===== src/rtl/fetch_unit_pkg.sv =====
// Shared definitions for the instruction-fetch stage and its neighbours.
package fetch_unit_pkg;

  // Fetch FSM encodings; control decodes the same opcode constants.
  typedef enum logic [1:0] {
    FS_IDLE  = 2'd0,
    FS_FETCH = 2'd1,
    FS_HOLD  = 2'd2
  } fetch_state_e;

  localparam logic [5:0] OP_J   = 6'h02;
  localparam logic [5:0] OP_BEQ = 6'h04;

  // Word-offset branch displacement: sign-extend the 16-bit immediate, scale by 4.
  function automatic logic [31:0] branch_offset(input logic [15:0] imm);
    return {{14{imm[15]}}, imm, 2'b00};
  endfunction

endpackage


===== src/rtl/fetch_unit_next_pc_calc.sv =====
// Combinational next-PC selection: jump > taken branch > sequential.
// Kept separate so a pipelined front end can reuse it.
module next_pc_calc
  import fetch_unit_pkg::*;
#(
  parameter int ADDR_W = 8
) (
  input  logic [ADDR_W-1:0] inst_pc,
  input  logic [31:0]       instruction,
  input  logic              branch,
  input  logic              alu_zero,
  input  logic              jump,
  output logic [ADDR_W-1:0] next_pc
);

  logic [ADDR_W-1:0] seq_pc;
  logic [ADDR_W-1:0] br_pc;
  logic [ADDR_W-1:0] jmp_pc;
  logic              unused_opcode;

  assign seq_pc        = inst_pc + ADDR_W'(4);
  assign br_pc         = seq_pc + ADDR_W'(branch_offset(instruction[15:0]));
  assign unused_opcode = ^instruction[31:26];

  // Upper PC bits only survive a jump when the address space exceeds 28 bits.
  if (ADDR_W > 28) begin : g_wide_jump
    assign jmp_pc = {seq_pc[ADDR_W-1:28], instruction[25:0], 2'b00};
  end else begin : g_narrow_jump
    assign jmp_pc = ADDR_W'({instruction[25:0], 2'b00});
  end

  // Priority select of the next fetch address.
  always_comb begin
    next_pc = seq_pc;
    if (jump) begin
      next_pc = jmp_pc;
    end else if (branch && alu_zero) begin
      next_pc = br_pc;
    end
  end

endmodule


===== src/rtl/fetch_unit.sv =====
// Instruction-fetch stage: owns the PC, fetches over a req/ack handshake,
// holds each word until decode takes it, then advances the PC.
//
// state    | meaning
// FS_IDLE  | post-reset bubble, no request outstanding
// FS_FETCH | imem_req asserted at pc, waiting for imem_ack
// FS_HOLD  | instruction held valid, waiting for inst_ready
module fetch_unit
  import fetch_unit_pkg::*;
#(
  parameter int                ADDR_W   = 8,
  parameter logic [ADDR_W-1:0] RESET_PC = '0
) (
  input  logic              clk,
  input  logic              clr,
  output logic              imem_req,
  output logic [ADDR_W-1:0] imem_addr,
  input  logic              imem_ack,
  input  logic [31:0]       imem_rdata,
  output logic              inst_valid,
  input  logic              inst_ready,
  output logic [31:0]       instruction,
  output logic [ADDR_W-1:0] inst_pc,
  input  logic              branch,
  input  logic              alu_zero,
  input  logic              jump
);

  fetch_state_e      state;
  fetch_state_e      state_next;
  logic [ADDR_W-1:0] pc;
  logic [ADDR_W-1:0] next_pc;

  next_pc_calc #(.ADDR_W(ADDR_W)) u_next_pc (
    .inst_pc     (inst_pc),
    .instruction (instruction),
    .branch      (branch),
    .alu_zero    (alu_zero),
    .jump        (jump),
    .next_pc     (next_pc)
  );

  assign imem_addr = pc;

  // State register; clr overrides everything.
  always_ff @(posedge clk) begin
    if (clr) begin
      state <= FS_IDLE;
    end else begin
      state <= state_next;
    end
  end

  // Next-state and handshake outputs.
  always_comb begin
    state_next = state;
    imem_req   = 1'b0;
    inst_valid = 1'b0;
    case (state)
      FS_IDLE: begin
        state_next = FS_FETCH;
      end
      FS_FETCH: begin
        imem_req = 1'b1;
        if (imem_ack) begin
          state_next = FS_HOLD;
        end
      end
      FS_HOLD: begin
        inst_valid = 1'b1;
        if (inst_ready) begin
          state_next = FS_FETCH;
        end
      end
      default: begin
        state_next = FS_IDLE;
      end
    endcase
  end

  // PC and holding registers; acks and readies are only honoured in their own state.
  always_ff @(posedge clk) begin
    if (clr) begin
      pc          <= RESET_PC;
      instruction <= 32'h0;
      inst_pc     <= RESET_PC;
    end else if (state == FS_FETCH && imem_ack) begin
      instruction <= imem_rdata;
      inst_pc     <= pc;
    end else if (state == FS_HOLD && inst_ready) begin
      pc <= next_pc;
    end
  end

endmodule


===== config.mk =====
export PLATFORM = sky130hd
export DESIGN_NAME = fetch_unit
export DESIGN_NICKNAME = d
export VERILOG_FILES = /design/src/rtl/fetch_unit_pkg.sv /design/src/rtl/fetch_unit_next_pc_calc.sv /design/src/rtl/fetch_unit.sv
export SDC_FILE = /design/constraint.sdc
export NUM_CORES = 1
export LEC_CHECK = 0
export ABC_CLOCK_PERIOD_IN_PS = 2650
export CORE_MARGIN = 8
export CORE_UTILIZATION = 35
export CTS_CLUSTER_DIAMETER = 30
export DETAILED_ROUTE_END_ITERATION = 12
export GPL_TIMING_DRIVEN = 1
export HOLD_SLACK_MARGIN = 0.1
export PLACE_DENSITY = 0.78
export REMOVE_ABC_BUFFERS = 1
export SLEW_MARGIN = 20
export SYNTH_ARGS = -nofsm -noshare
export SYNTH_HDL_FRONTEND = slang
export SYNTH_SLANG_ARGS = --single-unit

===== constraint.sdc =====
create_clock -name clk -period 2.65 [get_ports clk]
set_clock_uncertainty 0.2 [all_clocks]
set_input_delay 0.53 -clock clk [delete_from_list [all_inputs] [get_ports clk]]
set_output_delay 0.53 -clock clk [all_outputs]
set_load 0.01 [all_outputs]

==> results.yml <==
yosys:
  synthesis.area_sq_um: 2190
  syn_inst: 275
  ys_warn_count: 0
  yosysSeqAreaShare_pct: 45.6
  yosysUniqueCellTypes: 36
  syn_avg_cell_area_sq_um: 7.98
  ys_seq_elements: 50
setup_path:
  critPathArrivalTime_ns: 2.46
  crit_path_top_delay_cell: "dfxtp_1"
  path_common_cell: "ha_1"
  startpoint_type: "flop"
  max_stage_delay_ns: 0.44
  cp.depth: 8
  critPathMaxFanout: 7
  critPathBufInv: 0
  rr_worst_depth: 8
  worstSetupPathType: "reg -> reg"
  cp_top_family: "adder cells"
  cp_data_required_time_ns: 2.67
  crit_chain: "ha_1, xor2_1, ha_1, o21ai_0, nor2_1, mux2_4, o211a_1, a211oi_2"
  worstSetupEndpointType: "flop"
cts:
  cts_root_buffer: "clkbuf_8"
  cts_tree: "done"
  worstSkewPairLatency_ns: 0.29
  htree_num_levels: 2
  clockBufferDepth: 2
  cts_num_sinks: 50
  post-cts-setup-buffers: 0
  path_clk_slew_ns: 0.09
  ctsHoldBuffers: 0
  numCtsBuffers: 5
  ctsResizeCount: 0
layout:
  multi_input_area_sq_um: 1120
  fillers: 605
  area_delta_synth_final_pct: 46.4
  regArea_sq_um: 1000
  nets: 402
  drive_above_1_share_pct: 5.07
  num_antenna_cells: 0
floorplan:
  row_count: 29
  core_area_sq_um: 6200
  top_level_ports: 89
  dieArea_sq_um: 9060
  fp.dieH_um: 95.2
  die_x_um: 95.2
  start_util_pct: 35.3
power:
  ir_drop_mv: 0.256
  leakagePower_uw: 0.00116
  p_per_area_nw_per_um2: 453
  total_power_uw: 1460
sta:
  min_period_ns: 2.44
  relSlewSlack_pct: 48.4
  setup_viol: 0
  finalCritPeriodShare_pct: 92.1
  fin_hold_ws_ns: 0.259
  rsz0062_at_grt: "no"
  hold_viol_final: 0
  fmax_mhz: 410
  slew_violations: 0
  worst_slew_pin_slew_ns: 0.774
  setup_tns_ns: 0
placed_design:
  dp_hpwl_um: 4490
  portBuffers: 88
  gp_congestion: 0.833
routing:
  drt_pass1_iterations: 4
  final_antenna_net_count: 0
  wl_per_cell_um: 14.2
  vias: 2095
  drt_iter0_drc: 63
  drt_wl_total_um: 6150
  drc: 0
  vias_per_cell: 4.85
global_route:
  grt_pass1_vias: 2085
  grt_max_degree: 42
  antenna_found_initial: 0
  gr-usage-all-layers_pct: 13.8
  grt_pass1_wl_um: 10000
  grt_remaining_overflow: 0
hold_path:
  min_path_cells: 2
  hold_path.class: "reg -> reg"
run:
  cap_violations: 0
run_status:
  status: "completed"
-- tightest hold or removal path, delay by kind of cell, from the launching register on --
family	cells	cell delay (ns)
and+or+nand+nor	1	0.05
DFF	1	0.32
AOI/OAI and AO/OA	1	0.05
-- state kept, by name (all words and copies together), names as in the netlist --
name,count
instruction,32
imem_addr,8
inst_pc,8
state,2
-- metal layers --
layer / vias to the layer above / global-route usage (%) / share of wire, %
met3: 7 / 6.38 / 10
met5: - / 0 / 0
met1: 939 / 15.5 / 41
met2: 63 / 22.9 / 48
met4: 0 / 3.90 / 1.2
li1: 1086 / - / -
-- cell usage in the layout, fill, tap and decap left out, types with 2 or more instances in the layout --
cell | netlist | final
and3_1 | 2 | 2
nor2b_1 | 2 | 2
o41ai_1 | 2 | 2
a211oi_1 | 6 | 6
nor3_1 | 2 | 2
nor2_1 | 11 | 10
nand3_1 | 3 | 3
and2_4 | 2 | 2
nor4_1 | 2 | 2
inv_1 | 3 | 3
nand3b_1 | 2 | 2
a21oi_1 | 50 | 50
a211oi_2 | 2 | 2
clkinv_2 | 0 | 2
dfxtp_1 | 50 | 50
a311o_1 | 2 | 2
a21o_1 | 2 | 2
clkbuf_8 | 0 | 5
clkdlybuf4s50_1 | 0 | 87
nand2_1 | 87 | 87
o21ai_0 | 2 | 2
nor3b_1 | 2 | 2
xnor2_1 | 5 | 5
ha_1 | 7 | 7
-- metrics by stage --
step | cells | worst slack, ns | util (%) | area, sq um
5_1_grt | 432 | 0.0811 | 51.7 | 3210
4_1_cts | 432 | 0.233 | 51.7 | 3210
2_1_floorplan | 258 | 0.319 | - | 2120
3_5_place_dp | 425 | 0.255 | 50.5 | 3130
3_3_place_gp | 425 | 0.287 | 50.5 | 3130
6_report | 432 | 0.209 | 51.7 | 3210
-- logic make-up after synthesis --
family	count (synthesis)	synth area share [%]
adders and majority gates	8	4.91
DFF	50	45.6
xor gates and xnor gates	6	2.40
muxes	2	1.14
and+or+nand+nor	121	24.0
AOI/OAI and AO/OA	68	18.3
buffers and inverters	20	3.65
-- synthesized netlist by cell type --
library cell,n,share of area [%]
or2_2,1,0.29
o211ai_1,1,0.34
mux2i_1,1,0.46
nor3_1,2,0.46
mux2_4,1,0.68
and3_1,2,0.57
a21o_1,2,0.68
xnor2_1,5,2.0
and2_1,1,0.29
buf_1,1,0.17
o21ai_0,2,0.46
nand3_1,3,0.68
a211oi_1,6,2.1
ha_1,7,4.0
a211oi_2,2,1.1
a21oi_1,50,11
or2b_1,1,0.34
clkbuf_1,12,2.1
buf_2,4,0.91
dfxtp_1,50,46
nor2_1,11,1.9
nor4_1,2,0.57
and2_4,2,0.80
nand2b_1,1,0.29
inv_1,3,0.51
nor2b_4,1,0.63
nand3b_1,2,0.68
nor3b_1,2,0.68
xor2_1,1,0.40
nor2b_1,2,0.57
fa_1,1,0.91
a311o_1,2,0.91
o211a_1,1,0.46
o41ai_1,2,0.80
and4_1,1,0.40
nand2_1,87,15
-- power by group --
part           switching [uW]  internal (uW)  total (uW)  leakage (uW)
clock                     240            178         418     0.0000438
combinational             110            129         240      0.000714
sequential               20.3            778         799      0.000406
total                     370           1090        1460       0.00116
-- layout make-up --
cell class	instances	share of cell area [%]
Multi-Input combinational cell	205	34.9
Tap cell	77	3.00
Timing Repair Buffer	90	28.1
Inverter	3	0.351
Clock buffer	5	2.14
Sequential cell	50	31.2
Clock inverter	2	0.312
-- worst paths after layout --
| kind | end | slack (ns) | from |
|---|---|---|---|
| hold / removal | instruction[7] | 0.26 | instruction[7] |
| setup / recovery | imem_addr[7] | 0.21 | inst_pc[2] |
| hold reg to reg | instruction[7] | 0.26 | instruction[7] |
| setup reg to reg | imem_addr[7] | 0.21 | inst_pc[2] |
Power figures use the tool's default switching activity.
